**config.mk**
```make
export PLATFORM = sky130hd
export DESIGN_NAME = kronecker_zero_map_d2
export DESIGN_NICKNAME = d
export VERILOG_FILES = /design/src/rtl/kronecker_zero_map_d2.sv
export SDC_FILE = /design/constraint.sdc
export NUM_CORES = 1
export LEC_CHECK = 0
export ABC_AREA = 1
export CAP_MARGIN = 20
export CORE_MARGIN = 2
export CORE_UTILIZATION = 50
export CTS_CLUSTER_DIAMETER = 30
export DETAILED_ROUTE_END_ITERATION = 6
export PLACE_DENSITY = 0.74
export SLEW_MARGIN = 25
export SYNTH_ARGS = -nofsm -noshare
export SYNTH_HDL_FRONTEND = slang
export SYNTH_SLANG_ARGS = --single-unit
```
**constraint.sdc**
```tcl
create_clock -name clk -period 3.93 [get_ports clk]
set_input_delay 0.393 -clock clk [delete_from_list [all_inputs] [get_ports clk]]
set_output_delay 0.393 -clock clk [all_outputs]
set_load 0.05 [all_outputs]
```
**src/rtl/kronecker_zero_map_d2.sv**
```systemverilog
// kronecker_zero_map_d2
// Back-end of the second-order masked Kronecker-delta tree. The incoming
// 3-share byte x is delayed to meet the tree's 3-share delta output. Delta is
// then folded into bit 0 of each share, so that x' = x ^ delta(x) and a zero
// byte maps to 1. The delta shares are re-timed again so that the inversion
// path can undo the mapping later.
//
// Ports
//   clk             system clock, rising edge
//   rst_n           asynchronous active-low reset
//   in_valid        shared_inp carries a new byte this cycle
//   shared_inp      share j bit i at [8j+i]
//   delta_sh        delta share j at bit j, aligned KRON_LAT cycles after in_valid
//   out_valid       out_shares carries a mapped byte
//   out_shares      mapped shares, same layout as shared_inp
//   delta_dly_valid delta_dly carries delta shares
//   delta_dly       delta shares, UNMAP_LAT cycles after out_valid
//   in_flight       bytes accepted and not yet retired on delta_dly_valid
//   busy            in_flight != 0
module kronecker_zero_map_d2 #(
   parameter int unsigned KRON_LAT  = 3,
   parameter int unsigned UNMAP_LAT = 4,
   parameter int unsigned CNT_W     = 4
) (
   input  logic             clk,
   input  logic             rst_n,
   input  logic             in_valid,
   input  logic [23:0]      shared_inp,
   input  logic [2:0]       delta_sh,
   output logic             out_valid,
   output logic [23:0]      out_shares,
   output logic             delta_dly_valid,
   output logic [2:0]       delta_dly,
   output logic [CNT_W-1:0] in_flight,
   output logic             busy
);

   localparam logic [CNT_W-1:0] CNT_ONE = CNT_W'(1);

   // share delay line, stage k holds the byte sampled k cycles ago
   logic [KRON_LAT:1]  sv_q;
   logic [23:0]        sd_q [1:KRON_LAT];

   logic               out_valid_q;
   logic [23:0]        out_sh_q;
   logic [23:0]        out_map_d;

   // delta delay line, stage 0 is loaded together with out_valid
   logic [UNMAP_LAT:1] dv_q;
   logic [2:0]         dd_q [0:UNMAP_LAT];

   logic [CNT_W-1:0]   in_flight_q;
   logic [CNT_W-1:0]   in_flight_d;

   always_ff @(posedge clk or negedge rst_n) begin
      if (!rst_n) begin
         sv_q[1]  <= 1'b0;
         sd_q[1]  <= '0;
      end else begin
         sv_q[1] <= in_valid;
         if (in_valid) sd_q[1] <= shared_inp;
      end
   end

   for (genvar k = 2; k <= KRON_LAT; k++) begin : g_sh_stage
      always_ff @(posedge clk or negedge rst_n) begin
         if (!rst_n) begin
            sv_q[k] <= 1'b0;
            sd_q[k] <= '0;
         end else begin
            sv_q[k] <= sv_q[k-1];
            if (sv_q[k-1]) sd_q[k] <= sd_q[k-1];
         end
      end
   end

   // Each delta share only touches bit 0 of its own share; no share mixing.
   assign out_map_d = sd_q[KRON_LAT] ^ {7'd0, delta_sh[2], 7'd0, delta_sh[1], 7'd0, delta_sh[0]};

   always_ff @(posedge clk or negedge rst_n) begin
      if (!rst_n) begin
         out_valid_q <= 1'b0;
         out_sh_q    <= '0;
         dd_q[0]     <= '0;
      end else begin
         out_valid_q <= sv_q[KRON_LAT];
         if (sv_q[KRON_LAT]) begin
            out_sh_q <= out_map_d;
            dd_q[0]  <= delta_sh;
         end
      end
   end

   always_ff @(posedge clk or negedge rst_n) begin
      if (!rst_n) begin
         dv_q[1] <= 1'b0;
         dd_q[1] <= '0;
      end else begin
         dv_q[1] <= out_valid_q;
         if (out_valid_q) dd_q[1] <= dd_q[0];
      end
   end

   for (genvar k = 2; k <= UNMAP_LAT; k++) begin : g_dd_stage
      always_ff @(posedge clk or negedge rst_n) begin
         if (!rst_n) begin
            dv_q[k] <= 1'b0;
            dd_q[k] <= '0;
         end else begin
            dv_q[k] <= dv_q[k-1];
            if (dv_q[k-1]) dd_q[k] <= dd_q[k-1];
         end
      end
   end

   always_comb begin
      in_flight_d = in_flight_q;
      if (in_valid && !dv_q[UNMAP_LAT]) begin
         in_flight_d = in_flight_q + CNT_ONE;
      end else if (!in_valid && dv_q[UNMAP_LAT]) begin
         in_flight_d = in_flight_q - CNT_ONE;
      end
   end

   always_ff @(posedge clk or negedge rst_n) begin
      if (!rst_n) in_flight_q <= '0;
      else        in_flight_q <= in_flight_d;
   end

   // CNT_W is sized so these never fire; they catch a mis-parameterisation.
   always @(posedge clk) begin
      if (rst_n) begin
         assert (!(in_valid && !dv_q[UNMAP_LAT] && (in_flight_q == '1)));
         assert (!(!in_valid && dv_q[UNMAP_LAT] && (in_flight_q == '0)));
      end
   end

   assign out_valid       = out_valid_q;
   assign out_shares      = out_sh_q;
   assign delta_dly_valid = dv_q[UNMAP_LAT];
   assign delta_dly       = dd_q[UNMAP_LAT];
   assign in_flight       = in_flight_q;
   assign busy            = (in_flight_q != '0);

endmodule

```
==> flow_metrics.env, run 1 <==
export IMPL_status="completed"
export IMPL_setup_viol=0
export IMPL_synth_common_cells="123 x dfrtp_1, 100 x nand2_1, 56 x inv_1, 51 x o21ai_0, 33 x nor2_1"
export IMPL_powerDensity_nw_per_um2=646
export IMPL_ctsResizeCount=0
export IMPL_first_iter_violations=206
export IMPL_worstMarginPinSlew_ps=796
export IMPL_cp_max_fo=6
export IMPL_root_buffer="clkbuf_8"
export IMPL_crit_path_start="in_flight[0]"
export IMPL_dp_hpwl_um=5530
export IMPL_die_height_um=102
export IMPL_holdWs_ps=448
export IMPL_seq_area_frac_synth_pct=64.2
export IMPL_hold_violations=0
export IMPL_viasPerCell=4.75
export IMPL_slew_headroom_pct=46.9
export IMPL_crit_type="reg2out"
export IMPL_ant_nets=0
export IMPL_hold_path_endpoint="sd_q[66]"
export IMPL_diodes=0
export IMPL_skew_ps=6.28
export IMPL_dieWidth_um=102
export IMPL_crit_buf_inv=1
export IMPL_yosysTopAreaCell="dfrtp_1"
export IMPL_grt_pass1_wl_um=14600
export IMPL_cts_hold_buf=1
export IMPL_post_cts_buffers=0
export IMPL_worstSetupStartpointType="flip-flop"
export IMPL_area_growth_pct=26.1
export IMPL_drv_slew=0
export IMPL_crit_family="buffers and inverters"
export IMPL_antenna_found_initial=0
export IMPL_cp_slowest_cell="clkdlybuf4s50_1"
export IMPL_htreeDepth=4
export IMPL_synth_area_leaders="dfrtp_1 64%, nand2_1 7.8%, o21ai_0 5.3%"
export IMPL_clock_path_buffers=2
export IMPL_path_cells="nor2_1, nand2_1, clkdlybuf4s50_1"
export IMPL_finalSetupTns_ps=0
export IMPL_clock_fmax_mhz=429
export IMPL_syn_cell_area_sq_um=4790
export IMPL_hold_path_class="in2reg"
export IMPL_start_util_pct=51.6
export IMPL_min_path_cells=3
export IMPL_drc_errors=0
export IMPL_finalCritPeriodShare_pct=59.3
export IMPL_cap_violations=0
export IMPL_synthCells=458
export IMPL_grt_setup_unrepaired="false"
export IMPL_cts_sinks=123
export IMPL_regToRegStartpoint="delta_dly_valid"
export IMPL_dp_cells=631
export IMPL_synth_distinct_cells=20
export IMPL_synth_area_per_cell_sq_um=10.5
export IMPL_fin_crit_ps=2330
export IMPL_arrival_ps=1940
export IMPL_vias=3154
export IMPL_num_rows=35
export IMPL_boundaryPins=64
export IMPL_regToRegSetupSlack_ps=2120
export IMPL_grt_pass1_vias=3108
export IMPL_holdCritStartpoint="shared_inp[18]"
export IMPL_grt_ovfl_total=0
export IMPL_synth_top_area_share_pct=64.2
export IMPL_grt_use_total_pct=18.5
export IMPL_crit_required_ps=3540
export IMPL_cpPeakStageDelay_ps=790
export IMPL_yosysMostFrequentCell="dfrtp_1"
export IMPL_async_reset_ff_share_pct=100
export IMPL_synth_edf_count=0
export IMPL_cts_clk_slew_worst_paths_ps=50
export IMPL_cts_tree="built"
export IMPL_reg2reg_depth=9
export IMPL_nets=556
export IMPL_regToRegEndpoint="in_flight[3]"
export IMPL_gp_congestion=0.750
export IMPL_ys_ff_latch=123
export IMPL_clock_latency_ps=500
export IMPL_finalNonFillerCells=664
export IMPL_yosys_most_used_dff="dfrtp_1"
export IMPL_wire_per_inst_um=13.2
export IMPL_ys_warn_count=0
export IMPL_core_area_sq_um=9280
export IMPL_fp_dieArea_sq_um=10400
export IMPL_endpoint_kind="output pin"
export IMPL_cts_buffers=17
export IMPL_p_leak_nw=2.81
export IMPL_vdd_drop_max_uv=408
export IMPL_final_util_pct=65.1
export IMPL_grt_max_degree=55
export IMPL_dr_pass1_iters=4
export IMPL_final_layout_size_suffix_gt1_share_pct=12.5
export IMPL_io_buffers=63
export IMPL_path_depth=3
export IMPL_drt_wl_total_um=8780
export IMPL_syn_nets=492
[power breakdown]
group | internal [mW] | switching (mW) | total (mW)
logic | 0.267 | 0.480 | 0.747
registers | 1.43 | 0.114 | 1.54
clock network | 1.10 | 0.521 | 1.62
total | 2.79 | 1.11 | 3.91
[worst max-delay path by stage]
stage                        end
floorplan           in_flight[3]
global placement    in_flight[3]
detailed placement  in_flight[3]
CTS                         busy
global route                busy
finish                      busy
[cell families after synthesis]
family,Yosys count,synth area share (%)
XOR/XNOR,5,0.914
AO/OA/AOI/OAI,107,13.2
flip-flops,123,64.2
adder cells (fa/ha/maj),4,1.20
buffers and inverters,80,8.96
AND/OR/NAND/NOR,136,10.8
multiplexers,3,0.705
[flip-flops by register name, summed over array words and instances, names as in the netlist]
signal / count
delta_dly_valid: 1
dd_q: 12
delta_dly: 3
in_flight: 4
sv_q: 3
dv_q: 3
out_valid: 1
out_shares: 24
sd_q: 72
[placed cells by master (no fill, tap or decap)]
cell	instances
ha_1	3
clkbuf_16	16
clkinv_2	2
clkdlybuf4s50_1	62
nand2_1	100
nor2_1	33
dfrtp_2	1
a21oi_1	28
o21ai_0	51
clkbuf_8	5
o21ai_1	2
dfrtp_1	122
bufinv_16	4
nand3_1	2
dlygate4sd3_1	1
or2_0	1
fa_1	1
inv_1	56
clkbuf_1	1
mux2_2	3
buf_4	5
clkinvlp_4	5
a21oi_2	3
xnor2_1	5
o21ai_2	23
[stage by stage]
step	setup WS, ps	cell area [sq um]	power [mW]
after floorplan	2140	4790	2.05
after global placement	1550	5400	2.27
after detailed placement	1400	5400	2.31
after CTS	1550	6040	3.94
after global routing	1510	6040	4.08
final	1600	6040	3.91
[final cells by class]
cell class / instances / area, sq um
Clock buffer: 22 / 473
Clock inverter: 10 / 163
Fill cell: 750 / 3240
Inverter: 57 / 215
Multi-Input combinational cell: 255 / 1280
Sequential cell: 123 / 3080
Tap cell: 129 / 161
Timing Repair Buffer: 68 / 668
[routing by layer]
layer / vias up / part of all wire [%] / track usage, %
met5: - / 0 / 0
met4: 0 / 1.3 / 7.79
met3: 11 / 3.6 / 4.58
met2: 70 / 48 / 28.1
met1: 1507 / 47 / 25.6
li1: 1566 / - / -
[worst reg2reg max path, delay by kind of cell, from the launching register on]
kind                     cells  cell delay, ps
flip-flops                   1             390
adder cells (fa/ha/maj)      2             540
buffers and inverters        2             230
AND/OR/NAND/NOR              5             540
Note: power is estimated with default switching activity, not from simulation.
==> inputs of run 2 (changes only) <==
Clock period 3.93 ns to 2.2 ns, I/O delays scaled along.
==> run 2 against run 1 <==
Effect of this change:
- largest power group unchanged
- power grew 86%
- worst hold slack lost 190 ps
- sequential power grew 79%
- routed wire length shrank 0.98%
- sequential cell count is the same
- highest routed layer unchanged
- sequential share of layout area shrank 0.95 points
==> flow_metrics.env, run 2 (synthesis results as in run 1) <==
export IMPL_grt_max_degree=54
export IMPL_worstSetupStartpointType="flip-flop"
export IMPL_finalPower_mw=7.26
export IMPL_cap_violations=0
export IMPL_setup_viol=0
export IMPL_met3_usage_pct=5.54
export IMPL_grtUsageMet2_pct=28.5
export IMPL_largest_register="sd_q"
export IMPL_final_layout_size_suffix_gt1_share_pct=13.3
export IMPL_root_buffer="clkbuf_8"
export IMPL_die_height_um=102
export IMPL_largest_register_ffs=72
export IMPL_grt_pass1_vias=3200
export IMPL_area_growth_pct=28.5
export IMPL_nets=561
export IMPL_crit_type="reg2out"
export IMPL_regToRegStartpoint="delta_dly_valid"
export IMPL_drc_errors=0
export IMPL_crit_family="buffers and inverters"
export IMPL_fp_dieArea_sq_um=10400
export IMPL_hold_violations=0
export IMPL_grt_use_total_pct=18.6
export IMPL_grt_setup_unrepaired="false"
export IMPL_fin_crit_ps=2060
export IMPL_core_area_sq_um=9280
export IMPL_hold_path_class="in2async"
export IMPL_layout_commonest_cell="dfrtp_1"
export IMPL_regToRegEndpoint="in_flight[3]"
export IMPL_powerDensity_nw_per_um2=1180
export IMPL_arrival_ps=1840
export IMPL_path_depth=1
export IMPL_reg2reg_depth=9
export IMPL_cts_buffers=17
export IMPL_start_util_pct=51.6
export IMPL_layout_common_cells="123 x dfrtp_1, 100 x nand2_1, 61 x clkdlybuf4s50_1, 56 x inv_1, 51 x o21ai_0"
export IMPL_num_rows=35
export IMPL_cpPeakStageDelay_ps=860
export IMPL_worstMarginPinSlew_ps=587
export IMPL_first_iter_violations=209
export IMPL_clock_fmax_mhz=484
export IMPL_path_cells="clkdlybuf4s50_1"
export IMPL_finalSetupTns_ps=0
export IMPL_grt_pass1_wl_um=14800
export IMPL_cts_clk_slew_worst_paths_ps=60
export IMPL_p_leak_nw=2.89
export IMPL_cell_internal_pwr_mw=5.23
export IMPL_switchingPower_mw=2.04
export IMPL_crit_required_ps=1980
export IMPL_cts_sinks=123
export IMPL_endpoint_kind="output pin"
export IMPL_cp_slowest_cell="clkdlybuf4s50_1"
export IMPL_gp_congestion=0.738
export IMPL_boundaryPins=64
export IMPL_post_cts_buffers=0
export IMPL_htreeDepth=4
export IMPL_slew_headroom_pct=60.8
export IMPL_grt_ovfl_total=0
export IMPL_crit_buf_inv=1
export IMPL_drt_wl_total_um=8690
export IMPL_skew_ps=8.87
export IMPL_clock_path_buffers=2
export IMPL_use_met1_pct=25.7
export IMPL_pwr_share_comb_pct=18.6
export IMPL_vdd_drop_max_uv=883
export IMPL_wire_per_inst_um=13.0
export IMPL_ant_nets=0
export IMPL_status="completed"
export IMPL_vias=3175
export IMPL_dr_pass1_iters=7
export IMPL_cts_tree="built"
export IMPL_clkPwrFrac_pct=43.5
export IMPL_drv_slew=0
export IMPL_endpoint="in_flight[0]"
export IMPL_antenna_found_initial=0
export IMPL_regToRegSetupSlack_ps=480
export IMPL_diodes=0
export IMPL_finalCritPeriodShare_pct=93.8
export IMPL_top_usage_layer="met2"
export IMPL_dieWidth_um=102
export IMPL_cp_max_fo=6
export IMPL_switching_share_pct=28.0
export IMPL_dp_hpwl_um=5640
export IMPL_crit_path_start="in_flight[0]"
export IMPL_io_buffers=63
export IMPL_clock_latency_ps=500
export IMPL_viasPerCell=4.75
export IMPL_seqPwrFrac_pct=37.8
[run 2: cell count changes in the layout (fill, tap and decap cells not counted), sizes merged]
cell           change
clkinvlp           -4
inv                +1
buf                +5
clkinv             +5
dlymetal6s2s       +1
clkbuf             -5
bufinv             +3
clkdlybuf4s50      -1
[run 2: power by group through the flow]
stage | combinational, mW | clock (mW) | sequential (mW)
6_report | 1.35 | 3.16 | 2.75
5_1_grt | 1.48 | 3.31 | 2.78
4_1_cts | 1.37 | 3.19 | 2.75
3_5_place_dp | 1.35 | 0 | 2.78
3_3_place_gp | 1.30 | 0 | 2.76
2_1_floorplan | 0.572 | 0 | 3.09
[run 2: layer usage]
metal | vias up | routed length [um]
met5 | - | 0
met4 | 0 | 103
met3 | 8 | 331
met2 | 70 | 4070
met1 | 1522 | 4180
li1 | 1575 | -
[run 2: timing repair]
action / 4_1_cts / 5_1_grt
endpoints found under the setup margin: 0 / 1
hold buffers: 1 / 0
hold endpoints to repair: 41 / 0
resized for setup: 0 / 1
[run 2: layout make-up]
cell class                 instances  area, sq um
tap                              129          161
clock inverter                    15          272
clock buffer                      17          414
sequential                       123         3080
multi-input combinational        255         1280
inverter                          57          214
fill                             710         3130
timing repair buffer              73          733
[run 2: per-stage QoR]
step	hold WS [ps]	instances	instance area (sq um)	setup slack, ps	utilization, %
final	257	669	6160	136	66.3
after global placement	247	636	5460	344	58.8
after global routing	269	669	6160	59.3	66.3
after CTS	264	669	6150	22.4	66.3
after detailed placement	247	636	5460	262	58.8
after floorplan	-75.6	458	4790	411	-
[run 2: worst min-delay path by stage]
stage | cells past startpoint | from | to | slack (ps)
2_1_floorplan | 0 | rst_n | dd_q[10] | -80
3_3_place_gp | 1 | rst_n | out_shares[9] | 250
3_5_place_dp | 1 | rst_n | delta_dly[1] | 250
4_1_cts | 2 | rst_n | dd_q[5] | 260
5_1_grt | 3 | shared_inp[7] | sd_q[55] | 270
6_report | 2 | rst_n | dd_q[5] | 260
[run 2: worst reg2reg max path, cell delays in order (launching register included)]
cell and delay (ps):
dfrtp_1 390, inv_1 110, ha_1 180, inv_1 100, ha_1 350, or2_0 210, nand2_1 70, nand2_1 50
nand3_1 90, nand2_1 60
==> edit, RTL diff (config.mk and constraints of run 1) <==
Make the reset (`rst_n`) synchronous in 6 clocked blocks. Comments in the files are not updated.
--- a/src/rtl/kronecker_zero_map_d2.sv
+++ b/src/rtl/kronecker_zero_map_d2.sv
@@ -52,7 +52,7 @@
    logic [CNT_W-1:0]   in_flight_q;
    logic [CNT_W-1:0]   in_flight_d;
 
-   always_ff @(posedge clk or negedge rst_n) begin
+   always_ff @(posedge clk) begin
       if (!rst_n) begin
          sv_q[1]  <= 1'b0;
          sd_q[1]  <= '0;
@@ -63,7 +63,7 @@
    end
 
    for (genvar k = 2; k <= KRON_LAT; k++) begin : g_sh_stage
-      always_ff @(posedge clk or negedge rst_n) begin
+      always_ff @(posedge clk) begin
          if (!rst_n) begin
             sv_q[k] <= 1'b0;
             sd_q[k] <= '0;
@@ -77,7 +77,7 @@
    // Each delta share only touches bit 0 of its own share; no share mixing.
    assign out_map_d = sd_q[KRON_LAT] ^ {7'd0, delta_sh[2], 7'd0, delta_sh[1], 7'd0, delta_sh[0]};
 
-   always_ff @(posedge clk or negedge rst_n) begin
+   always_ff @(posedge clk) begin
       if (!rst_n) begin
          out_valid_q <= 1'b0;
          out_sh_q    <= '0;
@@ -91,7 +91,7 @@
       end
    end
 
-   always_ff @(posedge clk or negedge rst_n) begin
+   always_ff @(posedge clk) begin
       if (!rst_n) begin
          dv_q[1] <= 1'b0;
          dd_q[1] <= '0;
@@ -102,7 +102,7 @@
    end
 
    for (genvar k = 2; k <= UNMAP_LAT; k++) begin : g_dd_stage
-      always_ff @(posedge clk or negedge rst_n) begin
+      always_ff @(posedge clk) begin
          if (!rst_n) begin
             dv_q[k] <= 1'b0;
             dd_q[k] <= '0;
@@ -122,7 +122,7 @@
       end
    end
 
-   always_ff @(posedge clk or negedge rst_n) begin
+   always_ff @(posedge clk) begin
       if (!rst_n) in_flight_q <= '0;
       else        in_flight_q <= in_flight_d;
    end
Formal check against the unedited RTL: differs if rst_n is asserted again (counterexample within 4 cycles, from zero or initial values and one cycle with rst_n low); with rst_n held inactive, the same outputs for 10 cycles.
==> edit against run 1 <==
  * Cell area rose by 1.2%
  * Synthesized area shrank 0.34%
  * Clock skew shrank 0.00066 ns
  * Sequential share of layout area increased by 3.6 points
  * Highest routed layer unchanged
  * Worst setup slack improved by 0.016 ns
  * Sequential cell count unchanged
  * Wire length fell by 13%
  * First-iteration DRC count is 48% lower
Power is not compared: it rests on default switching activity, and its combinational part moved more than twofold at a synthesized area within 25%.
==> edit: results (changes against run 1) <==
| Metric | Value |
|---|---|
| Outcome | finished, final reports clean (unchanged) |
| Dpl ws | 1.73 ns (was 1.40 ns) |
| Hold_sp | out_shares[18]$_SDFFE_PN0P_ (was shared_inp[18]) |
| Hold slack | 0.451 ns (was 0.448 ns) |
| RR Endpoint | in_flight[3]$_SDFFE_PN0P_ (was in_flight[3]$_DFFE_PN0P_) |
| R2r setup slk | 2.30 ns (was 2.12 ns) |
| Hold depth | 2 (was 3) |
| Routed wl met3 | 387 um (was 312 um) |
| Hold Path Class | flop to flop (was primary input to flop) |
| Ys async rst share | 0% (was 100%) |
| Post-synth net total | 481 (was 492) |
| H-Tree Level Count | 4 (unchanged) |
| Vias in the first global route | 2852 (was 3108) |
| Synth Area in Adders | 1.21% (was 1.20%) |
| Detailed Place HPWL | 4.86 mm (was 5.53 mm) |
| Routed via count | 2849 (was 3154) |
| Routed wire per std cell | 11.6 um (was 13.2 um) |
| Bufs on Longest Clock Path | 2 (unchanged) |
| Synth Flop Type | edfxtp_1 (was dfrtp_1) |
| EDFF count, synth | 87 (was 0) |
| Overall Global Routing Usage | 16.4% (was 18.5%) |
| Placed standard-cell area | 0.00550 sq mm (was 0.00540 sq mm) |
| Placed cell count | 628 (was 631) |
| CP Data Arrival Time | 1.92 ns (was 1.94 ns) |
| Met2 Use GR | 25.5% (was 28.1%) |
| Fillers | 715 (was 750) |
| Compound-Gate Fraction of Synth Area | 5.27% (was 13.2%) |
| Register Area | 0.00333 sq mm (was 0.00308 sq mm) |
| Metal2 WL | 3.59 mm (was 4.18 mm) |
| Max reg flops | 72 (unchanged) |
| Post-Synth XOR/XNOR Area | 0.183% (was 0.914%) |
| Placer Congestion | 0.788 (was 0.750) |
| Initial drt markers | 107 (was 206) |
| Share of cells above drive strength 1 | 10.9% (was 12.5%) |
| Met1 Usage GRT | 21.0% (was 25.6%) |
| GR met3 Demand/Resource | 5.66% (was 4.58%) |
| RR Startpoint | delta_dly_valid$_SDFF_PN0_ (was delta_dly_valid$_DFF_PN0_) |
| YS warnings | 0 (unchanged) |
| Largest net degree at the start of global routing | 28 (was 55) |
| Period utilisation layout | 58.9% (was 59.3%) |
| Non-filler cells, final | 660 (was 664) |
| First-pass GRT wire length | 12.9 mm (was 14.6 mm) |
| Mux cell area share after synthesis | 0% (was 0.705%) |
| Post-synthesis sequential area ratio | 69.8% (was 64.2%) |
| Synth top cells by count | inv_1 (129), nor2_1 (91), edfxtp_1 (87) (was dfrtp_1 (123), nand2_1 (100), inv_1 (56)) |
| Worst Hold End | out_shares[18]$_SDFFE_PN0P_ (was sd_q[66]$_DFFE_PN0P_) |
| Synth top area cells | edfxtp_1 (55%), dfxtp_1 (15%), inv_1 (10%) (was dfrtp_1 (64%), nand2_1 (7.8%), o21ai_0 (5.3%)) |
| Nets | 552 (was 556) |
| Mean Syn Cell Area | 10.7 sq um (was 10.5 sq um) |
| Worst Clk Skew | 0.00562 ns (was 0.00628 ns) |
| Worst Setup SP | in_flight[0]$_SDFFE_PN0P_ (was in_flight[0]$_DFFE_PN0P_) |
| WL met1 | 3.48 mm (was 4.16 mm) |
edit: final cells by class:
| type | count | share of cell area, % |
|---|---|---|
| repair buffers | 64 | 10.4 |
| inverters | 131 | 8.04 |
| clock buffers | 24 | 7.86 |
| multi-input cells | 181 | 14.3 |
| well taps | 129 | 2.64 |
| flip-flops and latches | 123 | 54.5 |
| clock inverters | 8 | 2.25 |
edit: cell families after synthesis:
| group | count (synthesis) |
|---|---|
| buf+inv | 143 |
| simple gates | 140 |
| xor+xnor | 1 |
| compound gates | 36 |
| fa+ha+maj | 4 |
| flops | 123 |
edit: critical path, cell delays in order, from the launching register on:
cell and delay, ns:
dfxtp_1 0.46, nor2_1 0.08, nand3_1 0.07, clkdlybuf4s50_1 0.81
edit: power by group through the flow:
stage          clock, mW  sequential, mW  combinational (mW)
2_1_floorplan          0            1.51              0.0937
4_1_cts             1.62            1.47               0.189
3_3_place_gp           0            1.49               0.180
6_report            1.61            1.47               0.187
3_5_place_dp           0            1.49               0.186
5_1_grt             1.68            1.47               0.208
